## config.mk

```make
export PLATFORM = sky130hd
export DESIGN_NAME = ni_route_lookup_ctrl_flat
export DESIGN_NICKNAME = d
export VERILOG_FILES = /design/src/rtl/ni_route_lookup_ctrl_if.sv /design/src/rtl/ni_route_lookup_ctrl.sv /design/src/flat_wrapper.sv
export SDC_FILE = /design/constraint.sdc
export NUM_CORES = 1
export LEC_CHECK = 0
export BUFFER_PORTS_ARGS = -buffer_cell sky130_fd_sc_hd__buf_2
export CAP_MARGIN = 15
export CORE_ASPECT_RATIO = 0.5
export CORE_UTILIZATION = 49
export CTS_BUF_LIST = sky130_fd_sc_hd__clkbuf_4 sky130_fd_sc_hd__clkbuf_8 sky130_fd_sc_hd__clkbuf_16
export CTS_CLUSTER_SIZE = 24
export DETAILED_ROUTE_END_ITERATION = 8
export PLACE_DENSITY_LB_ADDON = 0.05
export SYNTH_ARGS = -nofsm -noshare
export SYNTH_HDL_FRONTEND = slang
export SYNTH_SLANG_ARGS = --single-unit
```

## constraint.sdc

```tcl
create_clock -name clk -period 4.25 [get_ports clk]
set_input_delay 0.2125 -clock clk [delete_from_list [all_inputs] [get_ports clk]]
set_output_delay 0.2125 -clock clk [all_outputs]
set_load 0.005 [all_outputs]
```

## src/rtl/ni_route_lookup_ctrl_if.sv

```systemverilog
// rtl/ni_route_lookup_ctrl_if.sv - request, LUT and descriptor bundle for the route lookup controller
interface ni_route_lookup_ctrl_if #(
    parameter int ADDR_WIDTH   = 32,
    parameter int PATH_WIDTH   = 7,
    parameter int TGT_WIDTH    = 4,
    parameter int ID_WIDTH     = 4,
    parameter int ERRCNT_WIDTH = 8
) ();
    // write request channel
    logic                    wr_req_valid;
    logic [ADDR_WIDTH-1:0]   wr_req_addr;
    logic [ID_WIDTH-1:0]     wr_req_id;
    logic                    wr_req_ready;
    // read request channel
    logic                    rd_req_valid;
    logic [ADDR_WIDTH-1:0]   rd_req_addr;
    logic [ID_WIDTH-1:0]     rd_req_id;
    logic                    rd_req_ready;
    // shared combinational routing LUT
    logic [ADDR_WIDTH-1:0]   lut_address;
    logic [PATH_WIDTH-1:0]   lut_path;
    logic [TGT_WIDTH-1:0]    transaction_target;
    logic                    failed_decoding;
    // header descriptor to the packetizer
    logic                    hdr_valid;
    logic                    hdr_ready;
    logic [PATH_WIDTH-1:0]   hdr_path;
    logic [TGT_WIDTH-1:0]    hdr_target;
    logic [ID_WIDTH-1:0]     hdr_id;
    logic                    hdr_is_write;
    // error descriptor to the local response path
    logic                    err_valid;
    logic                    err_ready;
    logic [ID_WIDTH-1:0]     err_id;
    logic                    err_is_write;
    // status
    logic [ERRCNT_WIDTH-1:0] err_count;
    logic                    busy;

    // controller side
    modport master (
        input  wr_req_valid, wr_req_addr, wr_req_id,
        output wr_req_ready,
        input  rd_req_valid, rd_req_addr, rd_req_id,
        output rd_req_ready,
        output lut_address,
        input  lut_path, transaction_target, failed_decoding,
        output hdr_valid, hdr_path, hdr_target, hdr_id, hdr_is_write,
        input  hdr_ready,
        output err_valid, err_id, err_is_write,
        input  err_ready,
        output err_count, busy
    );

    // requesters, LUT and consumers
    modport slave (
        output wr_req_valid, wr_req_addr, wr_req_id,
        input  wr_req_ready,
        output rd_req_valid, rd_req_addr, rd_req_id,
        input  rd_req_ready,
        input  lut_address,
        output lut_path, transaction_target, failed_decoding,
        input  hdr_valid, hdr_path, hdr_target, hdr_id, hdr_is_write,
        output hdr_ready,
        input  err_valid, err_id, err_is_write,
        output err_ready,
        input  err_count, busy
    );
endinterface

```

## src/rtl/ni_route_lookup_ctrl.sv

```systemverilog
// rtl/ni_route_lookup_ctrl.sv - round-robin shared routing LUT sequencer for the NI initiator
module ni_route_lookup_ctrl #(
    parameter int ADDR_WIDTH   = 32,
    parameter int PATH_WIDTH   = 7,
    parameter int TGT_WIDTH    = 4,
    parameter int ID_WIDTH     = 4,
    parameter int ERRCNT_WIDTH = 8
) (
    input  logic                   clk,
    input  logic                   rst,
    ni_route_lookup_ctrl_if.master bus
);

    typedef enum logic [1:0] {
        IDLE     = 2'd0,
        LOOKUP   = 2'd1,
        SEND_HDR = 2'd2,
        SEND_ERR = 2'd3
    } state_t;

    state_t state;
    state_t state_nxt;

    // ptr_rd = 1 means the read channel wins the next tie
    logic                    ptr_rd;
    logic                    grant_wr;
    logic                    grant_rd;

    logic [ADDR_WIDTH-1:0]   req_addr;
    logic [ID_WIDTH-1:0]     req_id;
    logic                    req_is_write;

    logic [PATH_WIDTH-1:0]   hdr_path_q;
    logic [TGT_WIDTH-1:0]    hdr_target_q;
    logic [ID_WIDTH-1:0]     hdr_id_q;
    logic                    hdr_is_write_q;
    logic [ID_WIDTH-1:0]     err_id_q;
    logic                    err_is_write_q;
    logic [ERRCNT_WIDTH-1:0] err_count_q;

    // next-state and grant decode; grants exist only in IDLE
    always_comb begin
        state_nxt = state;
        grant_wr  = 1'b0;
        grant_rd  = 1'b0;
        case (state)
            IDLE: begin
                if (bus.wr_req_valid && (!bus.rd_req_valid || !ptr_rd)) begin
                    grant_wr = 1'b1;
                end else if (bus.rd_req_valid) begin
                    grant_rd = 1'b1;
                end
                if (grant_wr || grant_rd) begin
                    state_nxt = LOOKUP;
                end
            end
            LOOKUP: begin
                state_nxt = bus.failed_decoding ? SEND_ERR : SEND_HDR;
            end
            SEND_HDR: begin
                if (bus.hdr_ready) begin
                    state_nxt = IDLE;
                end
            end
            SEND_ERR: begin
                if (bus.err_ready) begin
                    state_nxt = IDLE;
                end
            end
            default: state_nxt = IDLE;
        endcase
    end

    // state register
    always_ff @(posedge clk) begin
        if (rst) begin
            state <= IDLE;
        end else begin
            state <= state_nxt;
        end
    end

    // request capture, LUT result capture and decode-failure counter
    always_ff @(posedge clk) begin
        if (rst) begin
            ptr_rd         <= 1'b0;
            req_addr       <= '0;
            req_id         <= '0;
            req_is_write   <= 1'b0;
            hdr_path_q     <= '0;
            hdr_target_q   <= '0;
            hdr_id_q       <= '0;
            hdr_is_write_q <= 1'b0;
            err_id_q       <= '0;
            err_is_write_q <= 1'b0;
            err_count_q    <= '0;
        end else begin
            if (grant_wr || grant_rd) begin
                req_addr     <= grant_wr ? bus.wr_req_addr : bus.rd_req_addr;
                req_id       <= grant_wr ? bus.wr_req_id : bus.rd_req_id;
                req_is_write <= grant_wr;
                // favour the channel that was not just served
                ptr_rd       <= grant_wr;
            end
            // descriptor registers only change when a new descriptor is
            // formed, so they hold their previous values while not valid
            if (state == LOOKUP) begin
                if (bus.failed_decoding) begin
                    err_id_q       <= req_id;
                    err_is_write_q <= req_is_write;
                    if (!(&err_count_q)) begin
                        err_count_q <= err_count_q + ERRCNT_WIDTH'(1);
                    end
                end else begin
                    hdr_path_q     <= bus.lut_path;
                    hdr_target_q   <= bus.transaction_target;
                    hdr_id_q       <= req_id;
                    hdr_is_write_q <= req_is_write;
                end
            end
        end
    end

    assign bus.wr_req_ready = grant_wr;
    assign bus.rd_req_ready = grant_rd;
    assign bus.lut_address  = req_addr;
    assign bus.hdr_valid    = (state == SEND_HDR);
    assign bus.hdr_path     = hdr_path_q;
    assign bus.hdr_target   = hdr_target_q;
    assign bus.hdr_id       = hdr_id_q;
    assign bus.hdr_is_write = hdr_is_write_q;
    assign bus.err_valid    = (state == SEND_ERR);
    assign bus.err_id       = err_id_q;
    assign bus.err_is_write = err_is_write_q;
    assign bus.err_count    = err_count_q;
    assign bus.busy         = (state != IDLE);

endmodule

```

## src/flat_wrapper.sv

```systemverilog
// flat-port wrapper written by rule: the top's interface ports become plain ports
module ni_route_lookup_ctrl_flat 
#(
    parameter int ADDR_WIDTH   = 32,
    parameter int PATH_WIDTH   = 7,
    parameter int TGT_WIDTH    = 4,
    parameter int ID_WIDTH     = 4,
    parameter int ERRCNT_WIDTH = 8
)
  (clk, rst, bus_wr_req_valid, bus_wr_req_addr, bus_wr_req_id, bus_wr_req_ready, bus_rd_req_valid, bus_rd_req_addr, bus_rd_req_id, bus_rd_req_ready, bus_lut_address, bus_lut_path, bus_transaction_target, bus_failed_decoding, bus_hdr_valid, bus_hdr_path, bus_hdr_target, bus_hdr_id, bus_hdr_is_write, bus_hdr_ready, bus_err_valid, bus_err_id, bus_err_is_write, bus_err_ready, bus_err_count, bus_busy);
  ni_route_lookup_ctrl_if #(.ADDR_WIDTH(ADDR_WIDTH), .PATH_WIDTH(PATH_WIDTH), .TGT_WIDTH(TGT_WIDTH), .ID_WIDTH(ID_WIDTH), .ERRCNT_WIDTH(ERRCNT_WIDTH)) bus_i ();
  input  logic clk;
  input  logic rst;
  input wire logic [$bits(bus_i.wr_req_valid)-1:0] bus_wr_req_valid;
  input wire logic [$bits(bus_i.wr_req_addr)-1:0] bus_wr_req_addr;
  input wire logic [$bits(bus_i.wr_req_id)-1:0] bus_wr_req_id;
  output wire logic [$bits(bus_i.wr_req_ready)-1:0] bus_wr_req_ready;
  input wire logic [$bits(bus_i.rd_req_valid)-1:0] bus_rd_req_valid;
  input wire logic [$bits(bus_i.rd_req_addr)-1:0] bus_rd_req_addr;
  input wire logic [$bits(bus_i.rd_req_id)-1:0] bus_rd_req_id;
  output wire logic [$bits(bus_i.rd_req_ready)-1:0] bus_rd_req_ready;
  output wire logic [$bits(bus_i.lut_address)-1:0] bus_lut_address;
  input wire logic [$bits(bus_i.lut_path)-1:0] bus_lut_path;
  input wire logic [$bits(bus_i.transaction_target)-1:0] bus_transaction_target;
  input wire logic [$bits(bus_i.failed_decoding)-1:0] bus_failed_decoding;
  output wire logic [$bits(bus_i.hdr_valid)-1:0] bus_hdr_valid;
  output wire logic [$bits(bus_i.hdr_path)-1:0] bus_hdr_path;
  output wire logic [$bits(bus_i.hdr_target)-1:0] bus_hdr_target;
  output wire logic [$bits(bus_i.hdr_id)-1:0] bus_hdr_id;
  output wire logic [$bits(bus_i.hdr_is_write)-1:0] bus_hdr_is_write;
  input wire logic [$bits(bus_i.hdr_ready)-1:0] bus_hdr_ready;
  output wire logic [$bits(bus_i.err_valid)-1:0] bus_err_valid;
  output wire logic [$bits(bus_i.err_id)-1:0] bus_err_id;
  output wire logic [$bits(bus_i.err_is_write)-1:0] bus_err_is_write;
  input wire logic [$bits(bus_i.err_ready)-1:0] bus_err_ready;
  output wire logic [$bits(bus_i.err_count)-1:0] bus_err_count;
  output wire logic [$bits(bus_i.busy)-1:0] bus_busy;
  assign bus_i.wr_req_valid = bus_wr_req_valid;
  assign bus_i.wr_req_addr = bus_wr_req_addr;
  assign bus_i.wr_req_id = bus_wr_req_id;
  assign bus_wr_req_ready = bus_i.wr_req_ready;
  assign bus_i.rd_req_valid = bus_rd_req_valid;
  assign bus_i.rd_req_addr = bus_rd_req_addr;
  assign bus_i.rd_req_id = bus_rd_req_id;
  assign bus_rd_req_ready = bus_i.rd_req_ready;
  assign bus_lut_address = bus_i.lut_address;
  assign bus_i.lut_path = bus_lut_path;
  assign bus_i.transaction_target = bus_transaction_target;
  assign bus_i.failed_decoding = bus_failed_decoding;
  assign bus_hdr_valid = bus_i.hdr_valid;
  assign bus_hdr_path = bus_i.hdr_path;
  assign bus_hdr_target = bus_i.hdr_target;
  assign bus_hdr_id = bus_i.hdr_id;
  assign bus_hdr_is_write = bus_i.hdr_is_write;
  assign bus_i.hdr_ready = bus_hdr_ready;
  assign bus_err_valid = bus_i.err_valid;
  assign bus_err_id = bus_i.err_id;
  assign bus_err_is_write = bus_i.err_is_write;
  assign bus_i.err_ready = bus_err_ready;
  assign bus_err_count = bus_i.err_count;
  assign bus_busy = bus_i.busy;
  ni_route_lookup_ctrl #(.ADDR_WIDTH(ADDR_WIDTH), .PATH_WIDTH(PATH_WIDTH), .TGT_WIDTH(TGT_WIDTH), .ID_WIDTH(ID_WIDTH), .ERRCNT_WIDTH(ERRCNT_WIDTH)) u_core (.clk(clk), .rst(rst), .bus(bus_i));
endmodule
```

== Yosys cells after proc, flatten, opt, wreduce, memory -nomap -nowiden ==
Cells that the tools add are included.
Storage, ports and cells
  register bits after elaboration: 68
  input bits: 90
  output and inout bits: 66
  logic and storage cells: 47
Cells by class
  $add $sub $neg: 1
  equality and inequality tests: 6
  mux-type cells: 14
  bitwise operators: 2
  reductions and logical operators: 13
Operator list (count)
  $mux W32: 1
  $add A8 B1 Y8 const B: 1
  $mux W1: 8
  $pmux W2 S4: 1
  $reduce_and A8 Y1: 1
  $mux W2: 3
  $ne A2 B1 Y1 const B: 3
  $reduce_and A3 Y1: 2
  $eq A2 B2 Y1 const B: 2
  $mux W4: 1
  $reduce_and A2 Y1: 2
  $logic_or A1 B1 Y1: 3
  $eq A2 B1 Y1 const B: 1
  $logic_not A1 Y1: 2
  $logic_not A2 Y1: 1
  $not A1 Y1: 2
  $reduce_bool A2 Y1: 1
  $logic_and A1 B1 Y1: 1

== Logic depth before layout (Yosys ltp) ==
  depth in word-level cells: 8
  mapped depth: 7
  mapped depth without buffers: 5

== Least setup slack after synthesis ==
No wires, ideal clock.
  path kind: register to register
  start point: register u_core.err_count_q[0], in the netlist u_core.bus.err_count[0]
  end point: register u_core.err_count_q[7], in the netlist u_core.bus.err_count[7]
  setup time: 121 ps
  data arrival time: 1256 ps
  data required time: 4129 ps
  path slack: 2873 ps
  cell stages (with the launch flop): 6
  buffers on the path: 0
  period minus slack after synthesis: 1377 ps
  path through: dfxtp_1 -> ha_1 -> nand3_1 -> o211ai_1 -> nor2_1 -> mux2_2
On the way
  longest elaborated chain between the ends: 3
  elaborated cells on any way between the ends: 4
  classes of those cells: add/sub: 1; bitwise: 1; reduce/logical: 2
RTL lines
  start, declared: RTL line ni_route_lookup_ctrl.sv:39  | logic [ERRCNT_WIDTH-1:0] err_count_q;
  start signal, assigned: RTL line ni_route_lookup_ctrl.sv:112  | err_count_q <= err_count_q + ERRCNT_WIDTH'(1);
  branches (longest 3 deep; another with $add A8 B1 Y8)
Parallel ways; which one is timed is not known.
A chain may end at the register's enable or synchronous reset.

== Final worst setup path ==
  start point: register u_core.state[1]
  end point: register u_core.req_addr[18], in the netlist u_core.bus.lut_address[18]
On the way
  longest elaborated chain between the ends: 3
  elaborated cells on any way between the ends: 5
  classes of those cells: mux: 3; reduce/logical: 2
RTL lines
  start, declared: RTL line ni_route_lookup_ctrl.sv:21  | state_t state;
  start signal, assigned: RTL line ni_route_lookup_ctrl.sv:79  | state <= state_nxt;
  $logic_not A2 Y1 *: RTL line ni_route_lookup_ctrl.sv:46  | case (state)
  $mux W1: RTL line ni_route_lookup_ctrl.sv:46
  $mux W32 or $logic_or A1 B1 Y1 (tied branches): RTL line ni_route_lookup_ctrl.sv:99, ni_route_lookup_ctrl.sv:98
  end signal, assigned: RTL line ni_route_lookup_ctrl.sv:99  | req_addr <= grant_wr ? bus.wr_req_addr : bus.rd_req_addr;
  end, declared: RTL line ni_route_lookup_ctrl.sv:29  | logic [ADDR_WIDTH-1:0] req_addr;
Mark *: on every way between the ends. The rest lies on a longest branch, timed or not.

==> impl_metrics.prom <==
# TYPE chip_impl_metric gauge
chip_impl_metric{name="die_h",unit="um"} 57.3
chip_impl_metric{name="cts_buffer_depth",unit=""} 2
chip_impl_metric{name="peakVddDrop",unit="mV"} 0.215
chip_impl_info{name="mostFrequentLayoutCell",value="sky130_fd_sc_hd__buf_2"} 1
chip_impl_metric{name="die-area",unit="mm2"} 0.00646
chip_impl_metric{name="grt_start_max_net_pins",unit=""} 41
chip_impl_info{name="cts_tree",value="built"} 1
chip_impl_info{name="cts-root-buf",value="sky130_fd_sc_hd__clkbuf_16"} 1
chip_impl_metric{name="seq_area_frac_synth",unit="%"} 45.4
chip_impl_metric{name="power_density",unit="mW/mm2"} 430
chip_impl_info{name="outcome",value="finished, final reports clean"} 1
chip_impl_info{name="synthDominantAreaCellType",value="sky130_fd_sc_hd__dfxtp_1"} 1
chip_impl_metric{name="power.share.sequential",unit="%"} 42.8
chip_impl_metric{name="post_drt_wl_per_cell",unit="um"} 12.1
chip_impl_metric{name="multi_input_area",unit="mm2"} 0.00145
chip_impl_metric{name="ctsHtreeMaxLevel",unit=""} 3
chip_impl_metric{name="ys_warns",unit=""} 0
chip_impl_metric{name="crit_required",unit="ps"} 4480
chip_impl_info{name="r2r_start",value="u_core.state[1]$_SDFFE_PP0P_"} 1
chip_impl_metric{name="totalWireLength",unit="um"} 7000
chip_impl_metric{name="grt_first_pass_wirelength",unit="um"} 11000
chip_impl_metric{name="num_antenna_cells",unit=""} 0
chip_impl_metric{name="timing.final.hold_violations",unit=""} 0
chip_impl_metric{name="antenna_violations_before_repair",unit=""} 0
chip_impl_info{name="timing.hold.worst_endpoint",value="u_core.bus.hdr_target[0]$_SDFFE_PP0P_"} 1
chip_impl_metric{name="layout_worst_path_cycle_share",unit="%"} 52.0
chip_impl_metric{name="syn2layout_area_growth",unit="%"} 32.9
chip_impl_metric{name="avgViaCountPerCell",unit=""} 5.00
chip_impl_metric{name="final_period_minus_worst_setup_slack",unit="ps"} 2210
chip_impl_metric{name="crit_buf_inv",unit=""} 1
chip_impl_info{name="r2r-end",value="u_core.bus.lut_address[18]$_SDFFE_PP0P_"} 1
chip_impl_metric{name="power.share.clock",unit="%"} 38.9
chip_impl_metric{name="rrSetupSlack",unit="ps"} 2040
chip_impl_metric{name="drt_drc_violations_left",unit=""} 0
chip_impl_metric{name="gp_congestion",unit=""} 0.746
chip_impl_metric{name="timing.max_cap.violations",unit=""} 0
chip_impl_info{name="synth_top_cells_by_area",value="sky130_fd_sc_hd__dfxtp_1, sky130_fd_sc_hd__nand2_1, sky130_fd_sc_hd__a311oi_2, sky130_fd_sc_hd__a311oi_1, sky130_fd_sc_hd__nor2_1"} 1
chip_impl_metric{name="r2r_cells",unit=""} 5
chip_impl_metric{name="vias",unit=""} 2899
chip_impl_metric{name="timing_worst_slew_pin_value",unit="ps"} 966
chip_impl_metric{name="totalNegativeSetupSlack",unit="ps"} 0
chip_impl_metric{name="cp_data_arrival_time",unit="ps"} 2440
chip_impl_metric{name="hold_buffers",unit=""} 0
chip_impl_metric{name="floorplan.io_pins",unit=""} 156
chip_impl_metric{name="grt_pass1_vias",unit=""} 2509
chip_impl_metric{name="power.share.switching",unit="%"} 27.9
chip_impl_metric{name="postSynthRegisterBits",unit=""} 68
chip_impl_metric{name="critical_path_peak_fanout",unit=""} 40
chip_impl_metric{name="finClkSkew",unit="ps"} 6.01
chip_impl_metric{name="grt.total_usage",unit="%"} 21.9
chip_impl_metric{name="synth.net_count",unit=""} 453
chip_impl_metric{name="synthCells",unit=""} 362
chip_impl_metric{name="yosys.area.top_type_share",unit="%"} 45.4
chip_impl_info{name="setup_repair_after_global_routing_missed_its_margin",value="no"} 1
chip_impl_metric{name="register_area",unit="mm2"} 0.00136
chip_impl_metric{name="die_width",unit="um"} 113
chip_impl_metric{name="power.internal",unit="uW"} 1240
chip_impl_metric{name="core_area",unit="mm2"} 0.00568
chip_impl_metric{name="clk_pin_slew",unit="ps"} 60
chip_impl_metric{name="setup_viol",unit=""} 0
chip_impl_metric{name="drt_first_pass_iters",unit=""} 4
chip_impl_metric{name="cts.repair.resized",unit=""} 0
chip_impl_metric{name="hold_ws",unit="ps"} 125
chip_impl_metric{name="syn_avg_cell_area",unit="um2"} 8.29
chip_impl_metric{name="yosys_cell_types",unit=""} 34
chip_impl_metric{name="globalRouteOverflowTotal",unit=""} 0
chip_impl_metric{name="nNetsFinal",unit=""} 593
chip_impl_metric{name="cts_made_buffers",unit=""} 9
chip_impl_metric{name="num_rows",unit=""} 19
chip_impl_metric{name="hold_path_depth",unit=""} 3
chip_impl_info{name="worstHoldStart",value="bus_transaction_target[0]"} 1
chip_impl_metric{name="timing.critical_path.slowest_cell_delay",unit="ps"} 700
chip_impl_metric{name="place_area",unit="mm2"} 0.00371
chip_impl_metric{name="static-leakage-power",unit="uW"} 0.00190
chip_impl_metric{name="slew_headroom",unit="%"} 35.3
chip_impl_info{name="critical-path-slowest-cell",value="sky130_fd_sc_hd__o21a_2"} 1
chip_impl_metric{name="post-cts-setup-buffers",unit=""} 0
chip_impl_metric{name="clock-sinks",unit=""} 68
chip_impl_info{name="hp-class",value="input port to flip-flop"} 1
chip_impl_info{name="timing.critical_path.cells",value="nor2_8, o21a_2, buf_4, nor2_1, a311oi_1"} 1
chip_impl_metric{name="num-fill-cells",unit=""} 498
chip_impl_info{name="critical_path.top_delay_family",value="compound AO/OA/AOI/OAI gates"} 1
chip_impl_metric{name="clkLatencyLatePin",unit="ps"} 320
chip_impl_metric{name="final_antenna_violating_net_count",unit=""} 0
chip_impl_metric{name="total_power",unit="uW"} 1720
chip_impl_metric{name="timing.fmax",unit="MHz"} 453
chip_impl_info{name="setup.worst_path.end_class",value="flip-flop"} 1
chip_impl_metric{name="drive_above_1_share",unit="%"} 38.3
chip_impl_info{name="cp-start-kind",value="flip-flop"} 1
chip_impl_metric{name="post_synthesis_instance_area",unit="mm2"} 0.00300
chip_impl_metric{name="timing_max_transition_violations_final",unit=""} 0
chip_impl_metric{name="drtIter0Drc",unit=""} 107
chip_impl_metric{name="detailedPlacementHpwl",unit="um"} 4810
chip_impl_info{name="layout.cells.most_common_list",value="sky130_fd_sc_hd__buf_2, sky130_fd_sc_hd__nand2_1, sky130_fd_sc_hd__dfxtp_1, sky130_fd_sc_hd__nor2_1, sky130_fd_sc_hd__a21oi_1"} 1
chip_impl_metric{name="combinationalPowerShare",unit="%"} 18.3
chip_impl_metric{name="start_util",unit="%"} 52.8
chip_impl_metric{name="finalInstanceArea",unit="mm2"} 0.00399
chip_impl_metric{name="net_switching_power",unit="uW"} 479
chip_impl_info{name="crit_type",value="flip-flop to flip-flop"} 1
chip_impl_metric{name="numPortBuffers",unit=""} 155
chip_impl_metric{name="final_core_utilization",unit="%"} 70.2
power groups by stage:
stage               sequential, uW  combinational, uW  clock [uW]
floorplan                      745                213           0
global placement               747                314           0
detailed placement             748                318           0
CTS                            735                318         683
global route                   742                352         705
finish                         735                314         668
cell usage after synthesis, drive strengths merged:
| cell type | n |
|---|---|
| nand2 | 117 |
| dfxtp | 68 |
| nor2 | 48 |
| a311oi | 37 |
| a21oi | 24 |
| buf | 21 |
| clkbuf | 7 |
| xor2 | 6 |
| inv | 4 |
| nand3 | 4 |
| and2 | 3 |
| nor2b | 3 |
| and3 | 2 |
| nand4 | 2 |
| nor3 | 2 |
| o211ai | 2 |
| a22oi | 1 |
| and3b | 1 |
| clkinv | 1 |
| ha | 1 |
| mux2 | 1 |
| mux2i | 1 |
| nand3b | 1 |
| nor3b | 1 |
| o2111ai | 1 |
| o21a | 1 |
| o21ai | 1 |
| or3b | 1 |
tightest hold or removal path, stage by stage:
cell and delay (ps):
sky130_fd_sc_hd__buf_2 90, sky130_fd_sc_hd__nand2_1 50, sky130_fd_sc_hd__a21oi_1 50
stage by stage:
stage,setup slack (ps),cells
2_1_floorplan,2870,362
3_3_place_gp,2100,564
3_5_place_dp,2040,564
4_1_cts,2040,580
5_1_grt,1820,580
6_report,2040,580
layer usage:
layer / up-vias / wire length, um / track usage [%]
met5: - / 0 / 0
met1: 1280 / 3200 / 25.3
met2: 98 / 3200 / 38.4
li1: 1514 / - / -
met4: 0 / 72 / 8.00
met3: 7 / 520 / 7.55
worst max path at each step:
stage,depth (start not counted),end,slack (ps),startpoint
after floorplan,5,u_core.bus.err_count[7]$_SDFFE_PP0P_,2870,u_core.bus.err_count[0]$_SDFFE_PP0P_
after global placement,5,u_core.bus.lut_address[23]$_SDFFE_PP0P_,2100,u_core.state[1]$_SDFFE_PP0P_
after detailed placement,5,u_core.bus.lut_address[18]$_SDFFE_PP0P_,2040,u_core.state[1]$_SDFFE_PP0P_
after CTS,5,u_core.bus.lut_address[18]$_SDFFE_PP0P_,2040,u_core.state[1]$_SDFFE_PP0P_
after global routing,5,u_core.bus.lut_address[18]$_SDFFE_PP0P_,1820,u_core.state[0]$_SDFFE_PP0P_
final,5,u_core.bus.lut_address[18]$_SDFFE_PP0P_,2040,u_core.state[1]$_SDFFE_PP0P_
logic make-up after synthesis:
group           synth area share (%)
flops                           45.4
fa+ha+maj                      0.417
mux                            0.709
compound gates                  19.4
simple gates                    25.9
xor+xnor                        1.75
buf+inv                         6.42
flip-flops by register name, indices dropped and copies added, names as in the netlist:
signal and flops:
u_core.bus.err_is_write 1, u_core.bus.hdr_path 7, u_core.bus.hdr_target 4, u_core.req_id 4
u_core.state 2, u_core.bus.hdr_id 4, u_core.bus.err_count 8, u_core.bus.lut_address 32
u_core.ptr_rd 1, u_core.bus.hdr_is_write 1, u_core.bus.err_id 4
cell type report:
type,count,share of cell area (%)
clock buffers,10,5.83
clock inverters,6,1.04
inverters,5,0.596
multi-input cells,261,36.3
flip-flops and latches,68,34.1
well taps,73,2.29
repair buffers,157,19.8
(Power assumes the default switching activity.)
